$ cat src/rtl/mc_pkg.sv
// Shared encodings for the multicycle control FSM: states, instruction fields,
// and the select/op codes driven onto the datapath muxes.
package mc_pkg;

  typedef enum logic [3:0] {
    ST_IDLE     = 4'd0,
    ST_FETCH    = 4'd1,
    ST_DECODE   = 4'd2,
    ST_EXEC_R   = 4'd3,
    ST_EXEC_SH  = 4'd4,
    ST_EXEC_I   = 4'd5,
    ST_WB_R     = 4'd6,
    ST_WB_I     = 4'd7,
    ST_MEM_ADDR = 4'd8,
    ST_MEM_RD   = 4'd9,
    ST_MEM_WR   = 4'd10,
    ST_WB_MEM   = 4'd11,
    ST_BRANCH   = 4'd12,
    ST_JUMP     = 4'd13
  } state_t;

  localparam logic [5:0] OP_RTYPE = 6'h00;
  localparam logic [5:0] OP_J     = 6'h02;
  localparam logic [5:0] OP_BEQ   = 6'h04;
  localparam logic [5:0] OP_ADDI  = 6'h08;
  localparam logic [5:0] OP_ANDI  = 6'h0C;
  localparam logic [5:0] OP_ORI   = 6'h0D;
  localparam logic [5:0] OP_LW    = 6'h23;
  localparam logic [5:0] OP_SW    = 6'h2B;

  localparam logic [5:0] FN_SLL = 6'h00;
  localparam logic [5:0] FN_SRL = 6'h02;
  localparam logic [5:0] FN_SRA = 6'h03;
  localparam logic [5:0] FN_ADD = 6'h20;
  localparam logic [5:0] FN_SUB = 6'h22;
  localparam logic [5:0] FN_AND = 6'h24;
  localparam logic [5:0] FN_OR  = 6'h25;
  localparam logic [5:0] FN_SLT = 6'h2A;

  localparam logic [1:0] ALU_SRC_A_PC   = 2'b00;
  localparam logic [1:0] ALU_SRC_A_REGA = 2'b01;
  localparam logic [1:0] ALU_SRC_A_REGB = 2'b10;

  localparam logic [1:0] ALU_SRC_B_REGB  = 2'b00;
  localparam logic [1:0] ALU_SRC_B_IMM   = 2'b01;
  localparam logic [1:0] ALU_SRC_B_SHAMT = 2'b10;
  localparam logic [1:0] ALU_SRC_B_FOUR  = 2'b11;

  localparam logic IMM_SEXT     = 1'b0;
  localparam logic IMM_SEXT_SH2 = 1'b1;

  localparam logic [1:0] ALUOP_ADD    = 2'b00;
  localparam logic [1:0] ALUOP_SUB    = 2'b01;
  localparam logic [1:0] ALUOP_FUNCT  = 2'b10;
  localparam logic [1:0] ALUOP_OPCODE = 2'b11;

  localparam logic [1:0] PCSRC_ALU    = 2'b00;
  localparam logic [1:0] PCSRC_ALUOUT = 2'b01;
  localparam logic [1:0] PCSRC_JUMP   = 2'b10;

  function automatic logic isShiftFunct(input logic [5:0] f);
    return (f == FN_SLL) || (f == FN_SRL) || (f == FN_SRA);
  endfunction

  function automatic logic isAluFunct(input logic [5:0] f);
    return (f == FN_ADD) || (f == FN_SUB) || (f == FN_AND) || (f == FN_OR) || (f == FN_SLT);
  endfunction

endpackage

$ cat src/rtl/mc_next_state.sv
// Combinational next-state logic and unsupported-instruction detection.
// memReady only matters in FETCH and the two memory-access states.
module mc_next_state
  import mc_pkg::*;
(
  input  state_t     state,
  input  logic [5:0] opcode,
  input  logic [5:0] funct,
  input  logic       memReady,
  input  logic       idleDone,
  output state_t     nextState,
  output logic       illegal
);

  always_comb begin
    nextState = ST_FETCH;
    illegal   = 1'b0;
    case (state)
      ST_IDLE:  nextState = idleDone ? ST_FETCH : ST_IDLE;
      ST_FETCH: nextState = memReady ? ST_DECODE : ST_FETCH;
      ST_DECODE: begin
        if (opcode == OP_RTYPE && isShiftFunct(funct)) begin
          nextState = ST_EXEC_SH;
        end else if (opcode == OP_RTYPE && isAluFunct(funct)) begin
          nextState = ST_EXEC_R;
        end else if (opcode == OP_ADDI || opcode == OP_ANDI || opcode == OP_ORI) begin
          nextState = ST_EXEC_I;
        end else if (opcode == OP_LW || opcode == OP_SW) begin
          nextState = ST_MEM_ADDR;
        end else if (opcode == OP_BEQ) begin
          nextState = ST_BRANCH;
        end else if (opcode == OP_J) begin
          nextState = ST_JUMP;
        end else begin
          illegal = 1'b1;
        end
      end
      ST_EXEC_R:   nextState = ST_WB_R;
      ST_EXEC_SH:  nextState = ST_WB_R;
      ST_EXEC_I:   nextState = ST_WB_I;
      ST_MEM_ADDR: nextState = (opcode == OP_LW) ? ST_MEM_RD : ST_MEM_WR;
      ST_MEM_RD:   nextState = memReady ? ST_WB_MEM : ST_MEM_RD;
      ST_MEM_WR:   nextState = memReady ? ST_FETCH : ST_MEM_WR;
      // Writeback, branch, jump and any unused encoding all return to FETCH.
      default:     nextState = ST_FETCH;
    endcase
  end

endmodule

$ cat src/rtl/multicycle_ctrl.sv
// Moore control FSM for the multicycle core: state register, post-reset IDLE hold
// and output decode. Only FETCH's pcWrite/irWrite look at memReady directly.
module multicycle_ctrl
  import mc_pkg::*;
#(
  parameter int unsigned RESET_PC_HOLD = 1
) (
  input  logic       clk,
  input  logic       rst_n,
  input  logic [5:0] opcode,
  input  logic [5:0] funct,
  input  logic       zero,
  input  logic       memReady,
  output logic [1:0] aluSrcA,
  output logic [1:0] aluSrcB,
  output logic       immSel,
  output logic [1:0] aluOp,
  output logic       iorD,
  output logic       memRead,
  output logic       memWrite,
  output logic       irWrite,
  output logic       pcWrite,
  output logic       pcWriteCond,
  output logic [1:0] pcSrc,
  output logic       regWrite,
  output logic       regDst,
  output logic       memToReg,
  output logic       illegal
);

  state_t     state;
  state_t     nextState;
  logic [3:0] idleCnt;
  logic       idleDone;

  // The zero flag is consumed by the datapath through pcWriteCond, not by the FSM.
  logic unusedZero;
  assign unusedZero = zero;

  assign idleDone = (idleCnt == 4'(RESET_PC_HOLD - 1));

  mc_next_state uNext (
    .state     (state),
    .opcode    (opcode),
    .funct     (funct),
    .memReady  (memReady),
    .idleDone  (idleDone),
    .nextState (nextState),
    .illegal   (illegal)
  );

  always_ff @(posedge clk or negedge rst_n) begin
    if (!rst_n) begin
      state   <= ST_IDLE;
      idleCnt <= 4'd0;
    end else begin
      state <= nextState;
      if (state == ST_IDLE && !idleDone) begin
        idleCnt <= idleCnt + 4'd1;
      end
    end
  end

  always_comb begin
    aluSrcA     = ALU_SRC_A_PC;
    aluSrcB     = ALU_SRC_B_REGB;
    immSel      = IMM_SEXT;
    aluOp       = ALUOP_ADD;
    iorD        = 1'b0;
    memRead     = 1'b0;
    memWrite    = 1'b0;
    irWrite     = 1'b0;
    pcWrite     = 1'b0;
    pcWriteCond = 1'b0;
    pcSrc       = PCSRC_ALU;
    regWrite    = 1'b0;
    regDst      = 1'b0;
    memToReg    = 1'b0;
    case (state)
      ST_FETCH: begin
        memRead = 1'b1;
        aluSrcB = ALU_SRC_B_FOUR;
        irWrite = memReady;
        pcWrite = memReady;
      end
      ST_DECODE: begin
        aluSrcB = ALU_SRC_B_IMM;
        immSel  = IMM_SEXT_SH2;
      end
      ST_EXEC_R: begin
        aluSrcA = ALU_SRC_A_REGA;
        aluOp   = ALUOP_FUNCT;
      end
      ST_EXEC_SH: begin
        aluSrcA = ALU_SRC_A_REGB;
        aluSrcB = ALU_SRC_B_SHAMT;
        aluOp   = ALUOP_FUNCT;
      end
      ST_EXEC_I: begin
        aluSrcA = ALU_SRC_A_REGA;
        aluSrcB = ALU_SRC_B_IMM;
        aluOp   = ALUOP_OPCODE;
      end
      ST_WB_R: begin
        regWrite = 1'b1;
        regDst   = 1'b1;
      end
      ST_WB_I: regWrite = 1'b1;
      ST_MEM_ADDR: begin
        aluSrcA = ALU_SRC_A_REGA;
        aluSrcB = ALU_SRC_B_IMM;
      end
      ST_MEM_RD: begin
        memRead = 1'b1;
        iorD    = 1'b1;
      end
      ST_MEM_WR: begin
        memWrite = 1'b1;
        iorD     = 1'b1;
      end
      ST_WB_MEM: begin
        regWrite = 1'b1;
        memToReg = 1'b1;
      end
      ST_BRANCH: begin
        aluSrcA     = ALU_SRC_A_REGA;
        aluOp       = ALUOP_SUB;
        pcWriteCond = 1'b1;
        pcSrc       = PCSRC_ALUOUT;
      end
      ST_JUMP: begin
        pcWrite = 1'b1;
        pcSrc   = PCSRC_JUMP;
      end
      default: ;
    endcase
  end

endmodule
$ cat config.mk
export PLATFORM = sky130hd
export DESIGN_NAME = multicycle_ctrl
export DESIGN_NICKNAME = d
export VERILOG_FILES = /design/src/rtl/mc_pkg.sv /design/src/rtl/mc_next_state.sv /design/src/rtl/multicycle_ctrl.sv
export SDC_FILE = /design/constraint.sdc
export NUM_CORES = 1
export LEC_CHECK = 0
export ABC_CLOCK_PERIOD_IN_PS = 2800
export CORE_MARGIN = 3
export CORE_UTILIZATION = 31
export DETAILED_ROUTE_END_ITERATION = 16
export GPL_TIMING_DRIVEN = 0
export REMOVE_ABC_BUFFERS = 1
export SETUP_SLACK_MARGIN = 0.3
export SLEW_MARGIN = 10
export SYNTH_ARGS = -nofsm -noshare
export SYNTH_HDL_FRONTEND = slang
export SYNTH_SLANG_ARGS = --single-unit
$ cat constraint.sdc
create_clock -name clk -period 2.8 [get_ports clk]
set_input_delay 0.84 -clock clk [delete_from_list [all_inputs] [get_ports clk]]
set_output_delay 0.84 -clock clk [all_outputs]
set_load 0.05 [all_outputs]
# After elaboration in Yosys (flattened, before gate mapping)
# Index checks and enable logic that the tools add are counted.
[totals]
in_bits = 16
output_inout_bits = 19
ff_bits = 8
wordCells = 86
[classes]
n_reduce_logical = 23
n_eq_ne = 27
n_mux = 33
add_sub_neg = 1
[op_table]
columns = ["op", "n"]
rows = [
  ["$eq 6x6->1 const B", 7],
  ["$pmux 4 s8", 1],
  ["$mux 4", 7],
  ["$eq 4x4->1 const B", 6],
  ["$eq 6x2->1 const B", 3],
  ["$eq 6x4->1 const B", 3],
  ["$mux 1", 17],
  ["$eq 4x3->1 const B", 4],
  ["$logic_not 6->1", 2],
  ["$pmux 2 s3", 2],
  ["$logic_or 1x1->1", 9],
  ["$eq 4x2->1 const B", 2],
  ["$logic_not 4->1", 2],
  ["$pmux 2 s2", 2],
  ["$eq 6x3->1 const B", 1],
  ["$mux 2", 3],
  ["$reduce_or 2->1", 3],
  ["$reduce_or 3->1", 2],
  ["$add 4x1->4 const B", 1],
  ["$eq 4x1->1 const B", 1],
  ["$reduce_or 4->1", 1],
  ["$logic_and 1x1->1", 3],
  ["$pmux 1 s2", 1],
  ["$logic_not 1->1", 1],
]

# Logic depth before layout (Yosys ltp)
[logic_depth]
word_depth = 9
ltp_mapped = 6
mapped_depth_nobuf = 6

# By module
# From an unflattened synthesis, not the netlist that was laid out.
[hier_totals]
hier_cells = 120
area_unflattened_um2 = 923.4
[modules_own_cells]
columns = ["module", "area_per_inst_um2", "cells_each", "instances", "seq_area_each_um2"]
rows = [
  ["multicycle_ctrl", 556.8, 63, 1, 200.2],
  ["mc_next_state", 366.6, 57, 1, 0.0],
]

# Worst setup path before layout
# OpenSTA, ideal clock, no wires.
[synth_timing]
kind = "reg2out"
startpoint = "reg state[0]"
endpoint = "out illegal"
stages_incl_launch_ff = 5
setup_slack_ns = -1.003
t_required_ns = 1.960
path_buffers = 1
arrival_time_ns = 2.963
path_cell_list = "dfrtp_1 > buf_2 > nand2b_4 > nor3_2 > nor4bb_1"
[synth_via]
elab_chain_len = 2
[synth_rtl]
columns = ["item", "line_no", "source"]
rows = [
  ["start: declaration", "multicycle_ctrl.sv:31", "state_t state;"],
  ["start signal: assignment", "multicycle_ctrl.sv:57", "state <= nextState;"],
  ["$eq 4x2->1", "mc_next_state.sv:18", "case (state)"],
  ["$mux 1", "mc_next_state.sv:18", ""],
  ["end: declaration", "multicycle_ctrl.sv:28", "output logic illegal"],
]
# No other way between the ends.

# Worst setup path after layout
[layout_timing]
startpoint = "in opcode[1]"
endpoint = "out illegal"
[layout_via]
elab_chain_len = 8
elab_cells_between_ends = 20
cone_classes = "7 x eq/ne; 7 x mux; 6 x reduce/logical"
[layout_rtl]
columns = ["item", "line_no", "source"]
rows = [
  ["start: declaration", "multicycle_ctrl.sv:10", "input logic [5:0] opcode,"],
  ["$eq 6x2->1", "mc_next_state.sv:32", "end else if (opcode == OP_J) begin"],
  ["$mux 1", "mc_next_state.sv:32", ""],
  ["$mux 1", "mc_next_state.sv:30", "end else if (opcode == OP_BEQ) begin"],
  ["$mux 1", "mc_next_state.sv:28", "end else if (opcode == OP_LW || opcode == OP_SW) begin"],
  ["$mux 1", "mc_next_state.sv:26", "end else if (opcode == OP_ADDI || opcode == OP_ANDI || opcode == OP_ORI) begin"],
  ["$mux 1", "mc_next_state.sv:24", "end else if (opcode == OP_RTYPE && isAluFunct(funct)) begin"],
  ["$mux 1 (*)", "mc_next_state.sv:22", "if (opcode == OP_RTYPE && isShiftFunct(funct)) begin"],
  ["$mux 1 (*)", "mc_next_state.sv:18", ""],
]
# Mark *: on every way between the ends. The rest lies on a longest branch, timed or not.

==> run summary <==
• status: finished, violations left
• failing checks: setup timing
• width of the die: 59.5 microns
• Hold Path Sink: idleCnt[3]$_DFFE_PN0P_
• clock buffers created by TritonCTS: 3
• number of failing setup endpoints in the final timing report: 1
• effective utilization at floorplan: 0.342
• placed wire-length estimate: 1660 microns
• pin count of the biggest net entering global routing: 19
• category of the worst setup path launch point: primary input
• compound-cell area share of the yosys netlist: 0.194
• number of sinks handled by clock tree synthesis: 8
• Post-Synth Adder-Cell Area: 0.0282
• final hold vios: 0
• cell count of the worst hold path: 1
• critical path data required time: 1960 ps
• crit path capture type: primary output
• number of warnings reported in the yosys synthesis log: 0
• final weighted congestion in routability-driven placement: 0.842
• Final Power: 1.15 mW
• Final Slew Violations: 0
• Cell Count, Final, Fillers Out: 180
• level count of the clock H-tree: 1
• post-layout worst setup margin: -5.89 ps
• number of primary I/O pins: 35
• most frequent cells in the layout: sky130_fd_sc_hd__clkbuf_2 (14), sky130_fd_sc_hd__nor2_1 (10), sky130_fd_sc_hd__nand2_1 (10), sky130_fd_sc_hd__buf_4 (9), sky130_fd_sc_hd__nand2b_1 (7)
• Reg2Reg Depth: 5
• area used by sequential logic in the layout: 213 sq um
• startpoint of the lowest-slack register-to-register path: idleCnt[0]$_DFFE_PN0P_
• fraction of final layout cells with drive strength greater than 1: 0.393
• multi-input logic area: 686 sq um
• Routed Wire Length: 2320 microns
• maximum buffer depth of the clock tree: 2
• leading cell type in the layout, fill and taps excluded: sky130_fd_sc_hd__clkbuf_2
• GRT Resource Usage Total: 0.136
• crit path time final: 2810 ps
• type of the worst min-delay path: reg2reg
• filler cell count in the final layout: 289
• global-route wire length before repair: 3850 microns
• final routed wire length divided by cell count: 12.9 microns
• post-placement worst setup slack: -982 ps
• number of nets in the finished design: 170
• count of vias placed by the detailed router: 946
• area fraction in and, or, nand and nor cells after synthesis: 0.388
• Avg Vias per Cell: 5.26
• syn_area_per_cell: 7.64 sq um
• origin of the worst min-delay path: idleCnt[3]$_DFFE_PN0P_
• clock skew after layout: 8.72 ps
• reported max-cap violation count: 0
• Worst Path Class, Setup: in2out
• Remaining Overflow, GRT: 0
• reg-to-reg slack, setup: 1240 ps
• number of inserted diodes: 0
• CTS Hold Bufs: 0
• Critical Path AT: 1970 ps
• floorplan die area: 3530 sq um
• RR Endpoint: idleCnt[1]$_DFFE_PN0P_
• fraction of synthesized area in multiplexers: 0.0353
• post-synthesis cell type count: 47
• clock transition at the registers of the reported paths: 50 ps
• root cell of the clock tree: sky130_fd_sc_hd__clkbuf_4
• leakage power summed over all cells: 0.532 nW
• share of the yosys chip area belonging to registers: 0.226
• drc violations: 0
• placement row count: 18
• unrepaired setup endpoints after global routing: yes
• Clock Latency Late Sink: 250 ps
• final non-filler cell area: 1270 sq um
• via count of the first global-routing pass: 906
• IR Drop Worst-Case VDD: 0.000753 V
• Slew HR: 0.754
• number of optimization iterations in the first detailed-route pass: 4
• CTS tree: built
• Pwr Density: 901 nW/um^2
• remaining antenna violation count after routing: 0
• antenna violations before repair: 0
• Worst Path Max Fanout: 2
• core area: 2590 sq um
• slew at the pin with the worst max-slew slack: 366 ps
• Port-buffer cells: 33
• total cell area at the placement stage: 1210 sq um
• synthesized-area fraction occupied by xor and xnor cells: 0.0593
• Setup Total Neg Slack: -5.89 ps
• total instance count after detailed placement: 170
• area of the mapped netlist: 886 sq um
• Fmax achieved: 356 MHz
• Syn Inst Count: 116
• area growth from synthesis to final layout: 43.6%
• First DRT Iteration DRCs: 43
• main combinational cell family by area after synthesis: simple AND/OR/NAND/NOR gates
• DIE HEIGHT: 59.5 microns
• post-route fraction of the period consumed by the critical path: 1.00
• total of flip-flops plus latches after synthesis: 8
## critical path, cell delays in order
cell	delay [ps]
sky130_fd_sc_hd__buf_8	100
sky130_fd_sc_hd__xnor2_2	120
sky130_fd_sc_hd__or4_4	490
sky130_fd_sc_hd__a21oi_4	160
sky130_fd_sc_hd__nor4bb_2	70
sky130_fd_sc_hd__buf_4	190
## synth_stat cells, drive strengths merged
| cell | instances | area share |
|---|---|---|
| buf | 9 | 0.052 |
| or2 | 2 | 0.014 |
| nor3 | 6 | 0.040 |
| o31ai | 1 | 0.0085 |
| a22o | 1 | 0.0099 |
| nand2 | 10 | 0.042 |
| mux2i | 2 | 0.023 |
| xnor2 | 5 | 0.049 |
| or3b | 1 | 0.0099 |
| o21a | 1 | 0.0085 |
| nor2 | 10 | 0.042 |
| a21boi | 1 | 0.0085 |
| nor4bb | 1 | 0.011 |
| nor4 | 4 | 0.035 |
| o41ai | 1 | 0.0099 |
| o31a | 1 | 0.011 |
| dfrtp | 8 | 0.23 |
| nor3b | 1 | 0.0085 |
| a21oi | 6 | 0.038 |
| nor4b | 1 | 0.0099 |
| nand2b | 8 | 0.065 |
| and3 | 2 | 0.014 |
| ha | 2 | 0.028 |
| a21o | 2 | 0.017 |
| a32oi | 1 | 0.0099 |
| a211oi | 1 | 0.0085 |
| nand3b | 3 | 0.025 |
| inv | 4 | 0.017 |
| nor2b | 3 | 0.021 |
| or4 | 1 | 0.013 |
| mux2 | 1 | 0.013 |
| o221ai | 1 | 0.0099 |
| nand3 | 4 | 0.023 |
| xor2 | 1 | 0.0099 |
| o2111ai | 1 | 0.0099 |
| a31oi | 1 | 0.0071 |
| nand4 | 2 | 0.014 |
| o21ai | 5 | 0.028 |
| o211ai | 1 | 0.0085 |
## state kept, by name, summed over array words and instances, names as in the netlist
name and cells:
state 4, idleCnt 4
## per-stage QoR
| stage | hold slack, ps | util |
|---|---|---|
| 2_1_floorplan | 440 | - |
| 3_3_place_gp | 457 | 0.466 |
| 3_5_place_dp | 462 | 0.466 |
| 4_1_cts | 475 | 0.495 |
| 5_1_grt | 504 | 0.491 |
| 6_report | 471 | 0.491 |
## per-layer routing
| metal | track usage | vias to the layer above | share of wire |
|---|---|---|---|
| li1 | - | 486 | - |
| met1 | 0.183 | 434 | 0.46 |
| met2 | 0.231 | 22 | 0.48 |
| met3 | 0.0153 | 4 | 0.052 |
| met4 | 0.0291 | 0 | 0.0073 |
| met5 | 0 | - | 0 |
## worst max path at each step
stage / from / end / slack, ps
final: opcode[1] / illegal / -6
after floorplan: state[0]$_DFF_PN0_ / illegal / -1110
after detailed placement: opcode[2] / illegal / -980
after CTS: opcode[1] / illegal / 2
after global placement: opcode[2] / illegal / -980
after global routing: opcode[1] / illegal / -30
## cells by family (layout without fill, tap and decap cells)
family / after synthesis / after routing
fa+ha+maj: 2 / 2
xor+xnor: 6 / 6
flops: 8 / 8
simple gates: 59 / 59
buf+inv: 13 / 47
mux: 3 / 3
compound gates: 25 / 25
## layout make-up
type                            count  area share
Tap cell                           30      0.0295
Sequential cell                     8       0.167
Clock buffer                        3      0.0177
Timing Repair Buffer               40       0.235
Multi-Input combinational cell     95       0.539
Inverter                            4      0.0118
## where the power goes
group / total (mW) / switching, mW / internal [mW]
sequential: 0.249 / 0.0990 / 0.150
clock: 0.0852 / 0.0363 / 0.0488
combinational: 0.812 / 0.539 / 0.273
## what timing repair did
| action | CTS | global route |
|---|---|---|
| setup buffers | 4 | 3 |
| hold endpoints to repair | 0 | 0 |
| endpoints found under the setup margin | 19 | 15 |
| pin swaps | 4 | 1 |
| gates resized for setup | 109 | 42 |
Power figures use the tool's default switching activity.
